`config.mk`:
```
export PLATFORM = sky130hd
export DESIGN_NAME = key_led_ctrl
export DESIGN_NICKNAME = d
export VERILOG_FILES = /design/src/rtl/key_led_ctrl.sv
export SDC_FILE = /design/constraint.sdc
export NUM_CORES = 1
export LEC_CHECK = 0
export ABC_AREA = 1
export ABC_CLOCK_PERIOD_IN_PS = 1400
export CAP_MARGIN = 20
export CORE_UTILIZATION = 51
export DETAILED_ROUTE_END_ITERATION = 6
export GPL_ROUTABILITY_DRIVEN = 0
export PLACE_DENSITY = 0.7
export REMOVE_ABC_BUFFERS = 1
export SYNTH_ARGS = -nofsm -noshare
export SYNTH_HDL_FRONTEND = slang
export SYNTH_SLANG_ARGS = --single-unit
```
`constraint.sdc`:
```
create_clock -name sys_clk -period 1.4 [get_ports sys_clk]
set_clock_uncertainty 0.15 [all_clocks]
set_input_delay 0.14 -clock sys_clk [delete_from_list [all_inputs] [get_ports sys_clk]]
set_output_delay 0.14 -clock sys_clk [all_outputs]
set_load 0.1 [all_outputs]
```
`src/rtl/key_led_ctrl.sv`:
```
// Multi-channel key-to-LED controller: per-channel key sync, debounce and press pulse,
// plus a per-channel LED mode (follow / toggle / toggle-blink) with a shared blink timer.
module key_led_ctrl #(
  parameter int unsigned CH_NUM       = 2,
  parameter int unsigned DB_CYCLES    = 1_000_000,
  parameter int unsigned BLINK_CYCLES = 12_500_000
) (
  input  logic                  sys_clk,
  input  logic                  sys_rst_n,
  input  logic [CH_NUM-1:0]     key,
  input  logic [2*CH_NUM-1:0]   mode,
  output logic [CH_NUM-1:0]     key_press,
  output logic [CH_NUM-1:0]     led
);

  localparam int unsigned DbW = $clog2(DB_CYCLES);
  localparam int unsigned BlW = $clog2(BLINK_CYCLES);
  localparam logic [DbW-1:0] DbMax = DbW'(DB_CYCLES - 1);
  localparam logic [BlW-1:0] BlMax = BlW'(BLINK_CYCLES - 1);

  logic [CH_NUM-1:0] r_sync1, r_sync2;
  logic [CH_NUM-1:0] r_stable, r_stable_d1;
  logic [CH_NUM-1:0] r_press, r_tgl, r_led;
  logic [DbW-1:0]    r_db_cnt [CH_NUM];
  logic [BlW-1:0]    r_bl_cnt;
  logic              r_phase;

  logic [CH_NUM-1:0] w_stable_d, w_fall, w_tgl_d, w_led_d;
  logic [DbW-1:0]    w_db_cnt_d [CH_NUM];
  logic [1:0]        w_mode_ch  [CH_NUM];
  logic              w_bl_wrap;

  // Debounce: a differing level must be seen DB_CYCLES samples in a row; any match restarts.
  always_comb begin
    for (int i = 0; i < CH_NUM; i++) begin
      w_db_cnt_d[i] = '0;
      w_stable_d[i] = r_stable[i];
      if (r_sync2[i] != r_stable[i]) begin
        if (r_db_cnt[i] == DbMax) begin
          w_stable_d[i] = r_sync2[i];
        end else begin
          w_db_cnt_d[i] = r_db_cnt[i] + DbW'(1);
        end
      end
    end
  end

  assign w_bl_wrap = (r_bl_cnt == BlMax);

  // tgl flips on the same edge the press pulse rises, so led follows one cycle after the pulse.
  always_comb begin
    w_fall  = r_stable_d1 & ~r_stable;
    w_tgl_d = r_tgl;
    w_led_d = '0;
    for (int i = 0; i < CH_NUM; i++) begin
      w_mode_ch[i] = mode[2*i +: 2];
      if (w_fall[i] && (w_mode_ch[i] == 2'd1 || w_mode_ch[i] == 2'd2)) begin
        w_tgl_d[i] = ~r_tgl[i];
      end
      unique case (w_mode_ch[i])
        2'd0:    w_led_d[i] = ~r_stable[i];
        2'd1:    w_led_d[i] = r_tgl[i];
        2'd2:    w_led_d[i] = r_tgl[i] & r_phase;
        default: w_led_d[i] = 1'b0;
      endcase
    end
  end

  always_ff @(posedge sys_clk or negedge sys_rst_n) begin
    if (!sys_rst_n) begin
      r_sync1     <= '1;
      r_sync2     <= '1;
      r_stable    <= '1;
      r_stable_d1 <= '1;
      r_press     <= '0;
      r_tgl       <= '0;
      r_led       <= '0;
      r_bl_cnt    <= '0;
      r_phase     <= 1'b0;
      for (int i = 0; i < CH_NUM; i++) begin
        r_db_cnt[i] <= '0;
      end
    end else begin
      r_sync1     <= key;
      r_sync2     <= r_sync1;
      r_stable    <= w_stable_d;
      r_stable_d1 <= r_stable;
      r_press     <= w_fall;
      r_tgl       <= w_tgl_d;
      r_led       <= w_led_d;
      r_bl_cnt    <= w_bl_wrap ? '0 : r_bl_cnt + BlW'(1);
      r_phase     <= w_bl_wrap ? ~r_phase : r_phase;
      for (int i = 0; i < CH_NUM; i++) begin
        r_db_cnt[i] <= w_db_cnt_d[i];
      end
    end
  end

  assign key_press = r_press;
  assign led       = r_led;

endmodule

```
Word-level counts from Yosys, hierarchy flattened
Index checks and enable logic that the tools add are counted.
Storage, ports and cells
  bits in writable memories: 0
  bits in read-only memories: 0
  bits of input ports: 8
  logic and storage cells: 49
  memories: 0
  latch bits: 0
  register bits: 79
  output and inout port bits: 4
Cells by class
  bitwise gates (word level): 9
  multiply operators: 0
  mux-type cells: 7
  reductions and logical operators: 8
  div/mod/pow operators: 0
  add/subtract/negate cells: 3
  shift-type cells: 0
  equality and inequality tests: 9
  magnitude comparators: 0
Operators by type and width (number)
  $mux 20: 4
  $add 20x1->20 const B: 2
  $eq 20x20->1 const B: 2
  $add 24x1->24 const B: 1
  $eq 24x24->1 const B: 1
  $mux 24: 1
  $pmux 1 s3: 2
  $not 1->1: 5
  $eq 2x1->1 const B: 2
  $eq 2x2->1 const B: 2
  $logic_not 2->1: 2
  $reduce_and 2->1: 2
  $and 1x1->1: 2
  $and 2x2->2: 1
  $logic_and 1x1->1: 2
  $logic_or 1x1->1: 2
  $ne 1x1->1: 2
  $not 2->2: 1

Longest topological paths before layout
Gate-level depths: netlist (run 1).
  word-level depth: 3
  depth in mapped cells: 9

Worst setup path before layout (run 1)
No wires, ideal clock.
  path kind: register -> register
  start: reg r_bl_cnt[0]
  end: reg r_bl_cnt[11]
  slack: -0.111 ns
  cell stages (with the launch flop): 9
  required time: 1.120 ns
  path buffers: 0
  arrival: 1.231 ns
  cells stage by stage: dfrtp_1 ha_1 nand2_1 inv_2 nand2_2 inv_2 nand4_2 nor3_4 nor2_1
Between the ends
  cells in the longest elaborated chain, start to end: 2
RTL lines
  start, declared: line 25  | logic [BlW-1:0] r_bl_cnt;
  start signal, assigned: line 91  | r_bl_cnt <= w_bl_wrap ? '0 : r_bl_cnt + BlW'(1);
  $add 24x1->24 or $eq 24x24->1 (tied branches): line 91, 48
  $mux 24 *: line 91
Mark *: on every way between the ends. The rest lies on a longest branch, timed or not.
A chain may end at the register's enable or synchronous reset.

==> insert_results.sql, run 1 <==
INSERT INTO impl_metrics (metric_group, metric, value, unit) VALUES
('critical_path', 'worstSetupPathType', 'reg2reg', ''),
('global_routing', 'grt_start_max_net_pins', '32', ''),
('sta', 'timing.setup.tns', '-6.64', 'ns'),
('yosys', 'synth.distinct_cells', '29', ''),
('routing', 'routed_wire_length_per_instance', '15.3', 'um'),
('layout', 'stdcell_count', '822', ''),
('global_routing', 'globalRoute.totalOverflow', '0', ''),
('job', 'max_cap_viol_count', '0', ''),
('routing', 'drt-initial-drc-count', '295', ''),
('place', 'io_buffer_count', '11', ''),
('layout', 'layout-drive-gt1-share', '42.7', '%'),
('routing', 'finalWirelength', '12500', 'um'),
('place', 'dpl.hpwl', '7400', 'um'),
('clocking', 'clock_root_buffer', 'clkbuf_8', ''),
('yosys', 'ys_seq_area_share', '45.2', '%'),
('run_status', 'violations', 'setup timing', ''),
('critical_path', 'rrSetupSlack', '-0.23', 'ns'),
('sta', 'rsz0062_at_grt', 'yes', ''),
('layout', 'layout.cells.most_common', 'nand2_1', ''),
('global_routing', 'number_of_antenna_violations_at_the_first_check_in_global_routing', '0', ''),
('layout', 'area.growth.synth_to_final', '49.3', '%'),
('run_status', 'result_of_the_run', 'complete, but fails checks', ''),
('sta', 'setup_violations', '57', ''),
('pwr', 'power_density', '671', 'nW/um^2'),
('die', 'initial_core_utilization', '53.2', '%'),
('sta', 'finalCriticalPeriod', '1.63', 'ns'),
('sta', 'report.final.hold_viol_count', '0', ''),
('yosys', 'netlist_area', '4390', 'um^2'),
('clocking', 'clk_transition_reported_paths', '0.09', 'ns'),
('yosys', 'mean_area_per_synthesized_cell', '7.70', 'um^2'),
('routing', 'vias_per_cell', '5.27', ''),
('yosys', 'synth_simple_gate_area_share', '35.1', '%'),
('layout', 'layout.cells.most_common_list', '100 x nand2_1, 95 x buf_4, 89 x nor2_1', ''),
('worst_hold_path', 'worst_hold_path_type', 'in2reg', ''),
('yosys', 'synth-compound-area-share', '2.28', '%'),
('yosys', 'synth-xor-area-share', '7.72', '%'),
('clocking', 'numClockSinks', '79', ''),
('clocking', 'max-clock-path-buffers', '2', ''),
('yosys', 'synth_top_family_by_area', 'simple AND/OR/NAND/NOR gates', ''),
('pwr', 'cellLeakagePower', '0.00309', 'uW'),
('die', 'chipWidth', '94.8', 'um'),
('yosys', 'synthesis.instances', '570', ''),
('sta', 'tightestPinTransition', '0.337', 'ns'),
('pwr', 'power.ir.vdd_worst', '0.626', 'mV'),
('die', 'rows', '33', ''),
('place', 'placement_stage_cell_area', '5330', 'um^2'),
('sta', 'max_freq', '612', 'MHz'),
('clocking', 'cts_made_buffers', '9', ''),
('clocking', 'cts_tree', 'done', ''),
('global_routing', 'via_count_of_the_first_global_routing_pass', '4163', ''),
('die', 'die_height', '94.8', 'um'),
('layout', 'finalNetCount', '731', ''),
('sta', 'report.final.slew_viol_count', '0', ''),
('yosys', 'synth-seq-cells', '79', ''),
('critical_path', 'cp_data_arrival_time', '1.76', 'ns'),
('die', 'die-area', '8990', 'um^2'),
('global_routing', 'wire_length_of_the_first_global_routing_pass', '18200', 'um'),
('sta', 'final_min_period_over_clock_period', '117', '%'),
('layout', 'insertedDiodeCount', '0', ''),
('routing', 'firstDrtPassIters', '5', ''),
('place', 'place.detailed.instances', '771', ''),
('critical_path', 'crit_required', '1.53', 'ns'),
('layout', 'finalCoreUtilization', '79.4', '%'),
('critical_path', 'end_kind', 'flip-flop', ''),
('die', 'core', '8260', 'um^2'),
('critical_path', 'crit_chain', 'ha_4, nand3_4, nor3_4, buf_6, nand2_4, nand2_2, nand3_2, nor2_2', ''),
('critical_path', 'slowest_stage', 'dfrtp_1', ''),
('clocking', 'ctsHtreeMaxLevel', '3', ''),
('die', 'boundaryPins', '12', ''),
('critical_path', 'highest_fanout_seen_on_the_critical_path', '3', ''),
('critical_path', 'timing.critical_path.from_type', 'flip-flop', ''),
('global_routing', 'grt_util_all_layers', '26.2', '%'),
('sta', 'timing.slew.headroom', '77.5', '%'),
('sta', 'hold_slack_final', '0.0413', 'ns'),
('clocking', 'insertion_delay', '0.35', 'ns'),
('layout', 'finish.instance_area', '6560', 'um^2'),
('routing', 'routed-via-count', '4335', ''),
('sta', 'final.setup.worst_slack', '-0.235', 'ns'),
('routing', 'drt_drc_violations_left', '0', ''),
('critical_path', 'slowest_delay', '0.42', 'ns'),
('yosys', 'yosysWarningCount', '0', ''),
('routing', 'route.antenna.remaining_nets', '0', ''),
('yosys', 'post_synth_mux_area_share', '0', '%'),
('yosys', 'synth-adder-area-share', '3.13', '%');
-- metrics by stage --
stage / total power [uW] / worst slack [ns]
5_1_grt: 4560 / -0.315
2_1_floorplan: 2470 / -0.111
6_report: 4400 / -0.235
3_5_place_dp: 2610 / -0.202
4_1_cts: 4360 / -0.143
3_3_place_gp: 2600 / -0.119
-- cell usage after synthesis, drive strengths merged --
cell,instances,area [um^2]
nor2,149,619
nand2,137,534
inv,76,285
dfrtp,71,1780
nand3,38,200
xor2,25,219
xnor2,12,120
ha,11,138
nand4,10,68.8
nor3,10,71.3
a21oi,9,45.0
dfstp,8,210
o21ai,5,25.0
nand3b,2,27.5
nor3b,2,15.0
o21bai,2,15.0
a21o,1,7.51
and2,1,6.26
o21a,1,7.51
-- cells by family after synthesis --
logic type | count (synthesis)
AND/OR/NAND/NOR | 349
flip-flops | 79
buffers and inverters | 76
XOR/XNOR | 37
AO/OA/AOI/OAI | 18
adder cells (fa/ha/maj) | 11
-- worst max-delay path, delay by kind of cell, from the launching register on --
family                     cells  cell delay [ns]
DFF                            1             0.42
and+or+nand+nor                6             0.66
adders and majority gates      1             0.18
buffers and inverters          1             0.15
-- timing repair --
| action | 4_1_cts | 5_1_grt |
|---|---|---|
| endpoints found under the setup margin | 53 | 63 |
| gates resized for setup | 59 | 143 |
| hold endpoints to repair | 72 | 0 |
| hold buffers | 1 | 0 |
| buffers inserted | 9 | 25 |
| pin swaps | 27 | 59 |
-- sequential cells by signal (all words and copies together), names as in the netlist --
| register | flops |
|---|---|
| r_db_cnt | 40 |
| r_bl_cnt | 24 |
| led | 2 |
| r_tgl | 2 |
| key_press | 2 |
| r_sync1 | 2 |
| r_stable_d1 | 2 |
| r_sync2 | 2 |
| r_phase | 1 |
| r_stable | 2 |
-- path summary, 6_finish.rpt --
path | start | endpoint | cells past startpoint
max | r_db_cnt[21] | r_db_cnt[34] | 8
min | key[0] | r_sync1[0] | 1
max reg2reg | r_db_cnt[21] | r_db_cnt[34] | 8
min reg2reg | r_sync1[1] | r_sync2[1] | 0
max in group asynchronous | sys_rst_n | r_sync2[1] | 3
min in group asynchronous | sys_rst_n | r_phase | 2
-- power by group --
part / internal [uW] / switching, uW / total, uW / leakage [uW]
combinational: 127 / 181 / 308 / 0.00197
clock: 875 / 875 / 1750 / 0.0000997
sequential: 2310 / 29.7 / 2340 / 0.00102
-- cell type report --
type | instances | area, um^2
multi-input cells | 415 | 2760
flip-flops and latches | 79 | 2010
fillers | 486 | 1700
repair buffers | 131 | 1170
inverters | 76 | 290
clock buffers | 11 | 141
well taps | 105 | 131
clock inverters | 5 | 56.3
-- metal layers --
metal / track usage (%) / part of all wire (%) / up-vias
met4: 10.6 / 2.3 / 0
li1: - / - / 2036
met5: 0 / 0 / -
met1: 33.0 / 40 / 2115
met2: 44.2 / 53 / 149
met3: 4.91 / 4.7 / 35
(Power assumes the default switching activity.)
==> run 2, diff against run 1 <==
--- a/config.mk
+++ b/config.mk
@@ -8,10 +8,13 @@
 export ABC_AREA = 1
 export ABC_CLOCK_PERIOD_IN_PS = 1400
 export CAP_MARGIN = 20
-export CORE_UTILIZATION = 51
+export CELL_PAD_IN_SITES_DETAIL_PLACEMENT = 1
+export CELL_PAD_IN_SITES_GLOBAL_PLACEMENT = 2
+export CORE_UTILIZATION = 33
 export DETAILED_ROUTE_END_ITERATION = 6
 export GPL_ROUTABILITY_DRIVEN = 0
-export PLACE_DENSITY = 0.7
+export HOLD_SLACK_MARGIN = 0.15
+export PLACE_DENSITY = 0.75
 export REMOVE_ABC_BUFFERS = 1
 export SYNTH_ARGS = -nofsm -noshare
 export SYNTH_HDL_FRONTEND = slang
==> run 2 against run 1 <==
- critical path type unchanged
- first-iteration DRC count shrank 64%
- worst hold slack gained 0.10 ns
- highest routed layer unchanged
- clock-buffer cell count grew 2
- the run still ends with setup timing left
==> insert_results.sql, run 2 (synthesis gave the netlist of run 1 again) <==
INSERT INTO impl_metrics (metric_group, metric, value, unit) VALUES
('pwr', 'power.ir.vdd_worst', '0.562', 'mV'),
('routing', 'finalWirelength', '13900', 'um'),
('pwr', 'p_int', '3930', 'uW'),
('critical_path', 'end_kind', 'flip-flop', ''),
('clocking', 'max-clock-path-buffers', '2', ''),
('layout', 'regMostFlops', 'r_db_cnt', ''),
('die', 'initial_core_utilization', '34.4', '%'),
('critical_path', 'timing.critical_path.from_type', 'flip-flop', ''),
('routing', 'routed-via-count', '4262', ''),
('critical_path', 'worstSetupPathType', 'reg2reg', ''),
('clocking', 'cts_tree', 'done', ''),
('layout', 'layout.cells.most_common_list', '107 x buf_4, 100 x nand2_1, 85 x nor2_1', ''),
('routing', 'drt-initial-drc-count', '107', ''),
('global_routing', 'grt_start_max_net_pins', '29', ''),
('pwr', 'power.share.clock', '47.8', '%'),
('pwr', 'cellLeakagePower', '0.00330', 'uW'),
('place', 'io_buffer_count', '11', ''),
('routing', 'drt_drc_violations_left', '0', ''),
('run_status', 'result_of_the_run', 'complete, but fails checks', ''),
('layout', 'layout.cells.most_common', 'buf_4', ''),
('pwr', 'comb_power_share', '6.4', '%'),
('layout', 'largest_registers', 'r_db_cnt x40, r_bl_cnt x24', ''),
('place', 'detailedPlace.worstSlack', '-0.191', 'ns'),
('sta', 'timing.slew.headroom', '72.1', '%'),
('critical_path', 'reg2reg_from', 'r_db_cnt[20]', ''),
('routing', 'route.antenna.remaining_nets', '0', ''),
('die', 'die-area', '13800', 'um^2'),
('global_routing', 'globalRoute.totalOverflow', '0', ''),
('global_routing', 'grt_util_all_layers', '20.5', '%'),
('pwr', 'power_density', '737', 'nW/um^2'),
('sta', 'hold_slack_final', '0.144', 'ns'),
('sta', 'report.final.hold_viol_count', '0', ''),
('place', 'place.detailed.instances', '855', ''),
('routing', 'routed_wire_length_per_instance', '15.3', 'um'),
('critical_path', 'crit_required', '1.49', 'ns'),
('global_routing', 'wire_length_of_the_first_global_routing_pass', '22100', 'um'),
('sta', 'finalCriticalPeriod', '1.62', 'ns'),
('critical_path', 'reg2reg_to', 'r_db_cnt[39]', ''),
('sta', 'max_freq', '617', 'MHz'),
('clocking', 'insertion_delay', '0.35', 'ns'),
('clocking', 'clk_transition_reported_paths', '0.06', 'ns'),
('sta', 'setup_violations', '57', ''),
('sta', 'tightestPinTransition', '0.418', 'ns'),
('clocking', 'ctsHtreeMaxLevel', '3', ''),
('pwr', 'switchingPower', '1190', 'uW'),
('critical_path', 'highest_fanout_seen_on_the_critical_path', '4', ''),
('die', 'chipWidth', '117', 'um'),
('layout', 'insertedDiodeCount', '0', ''),
('die', 'core', '12800', 'um^2'),
('layout', 'max_reg_flops', '40', ''),
('die', 'die_height', '117', 'um'),
('run_status', 'violations', 'setup timing', ''),
('die', 'rows', '41', ''),
('critical_path', 'r2r.worst_path.cells', '7', ''),
('layout', 'layout-drive-gt1-share', '44.7', '%'),
('sta', 'report.final.slew_viol_count', '0', ''),
('clocking', 'clock_root_buffer', 'clkbuf_16', ''),
('routing', 'vias_per_cell', '4.68', ''),
('global_routing', 'via_count_of_the_first_global_routing_pass', '4612', ''),
('sta', 'final_min_period_over_clock_period', '116', '%'),
('clocking', 'numClockSinks', '79', ''),
('routing', 'firstDrtPassIters', '4', ''),
('job', 'max_cap_viol_count', '0', ''),
('pwr', 'share_seq_of_total_power', '45.7', '%'),
('sta', 'final.setup.worst_slack', '-0.221', 'ns'),
('pwr', 'power.share.switching', '23.3', '%'),
('layout', 'stdcell_count', '910', ''),
('global_routing', 'number_of_antenna_violations_at_the_first_check_in_global_routing', '0', ''),
('clocking', 'cts_made_buffers', '9', ''),
('layout', 'area.growth.synth_to_final', '58.3', '%'),
('die', 'boundaryPins', '12', ''),
('worst_hold_path', 'worst_hold_path_type', 'in2async', ''),
('sta', 'rsz0062_at_grt', 'yes', ''),
('place', 'dpl.hpwl', '9610', 'um'),
('critical_path', 'rrSetupSlack', '-0.22', 'ns'),
('layout', 'finalNetCount', '752', ''),
('critical_path', 'cp_data_arrival_time', '1.71', 'ns');
-- run 2: final cells by class --
cell class,count,area (um^2)
well taps,172,215
repair buffers,151,1360
fillers,1485,5820
clock buffers,13,260
multi-input cells,416,2780
inverters,76,293
flip-flops and latches,79,2000
clock inverters,3,42.5
-- run 2: metal layers --
| layer | track usage, % | wire, um |
|---|---|---|
| met1 | 24.1 | 5950 |
| met2 | 37.2 | 7400 |
| met3 | 2.82 | 218 |
| met4 | 8.60 | 316 |
| met5 | 0 | 0 |
-- run 2: worst max-delay path by stage --
stage / startpoint / to / slack, ns
floorplan: r_bl_cnt[0] / r_bl_cnt[11] / -0.11
global placement: r_db_cnt[20] / r_db_cnt[31] / -0.16
detailed placement: r_db_cnt[20] / r_db_cnt[29] / -0.19
CTS: r_bl_cnt[0] / r_bl_cnt[18] / -0.19
global route: r_bl_cnt[1] / r_bl_cnt[13] / -0.30
finish: r_db_cnt[20] / r_db_cnt[39] / -0.22
-- run 2: what timing repair did --
| item | 4_1_cts | 5_1_grt |
|---|---|---|
| setup endpoints to repair | 60 | 63 |
| gates cloned | 1 | 0 |
| resized for setup | 111 | 102 |
| pin swaps | 49 | 77 |
| endpoints found under the hold margin | 81 | 0 |
| setup buffers | 17 | 20 |
| hold buffers | 3 | 0 |
-- run 2: power by group through the flow --
stage                     sequential [uW]  clock (uW)  combinational (uW)
after floorplan                      2400           0                65.4
after global placement               2370           0                 248
after detailed placement             2370           0                 256
after CTS                            2340        2510                 303
after global routing                 2350        2620                 361
final                                2340        2450                 328
-- run 2: worst max-delay path: stages, from the launching register on --
cell,delay [ns]
dfrtp_1,0.41
ha_4,0.18
nand3_4,0.11
nor3_4,0.26
nand3_4,0.15
buf_6,0.17
nand3_2,0.06
nor2_2,0.03
-- run 2: metrics by stage --
step / util (%) / total power [uW] / TNS, ns / area, um^2
6_report: 54.4 / 5130 / -6.93 / 6950
4_1_cts: 50.3 / 5150 / -5.35 / 6430
5_1_grt: 54.4 / 5320 / -11.45 / 6950
3_5_place_dp: 43.6 / 2630 / -7.40 / 5570
2_1_floorplan: - / 2470 / -1.72 / 4390
3_3_place_gp: 43.6 / 2620 / -5.29 / 5570
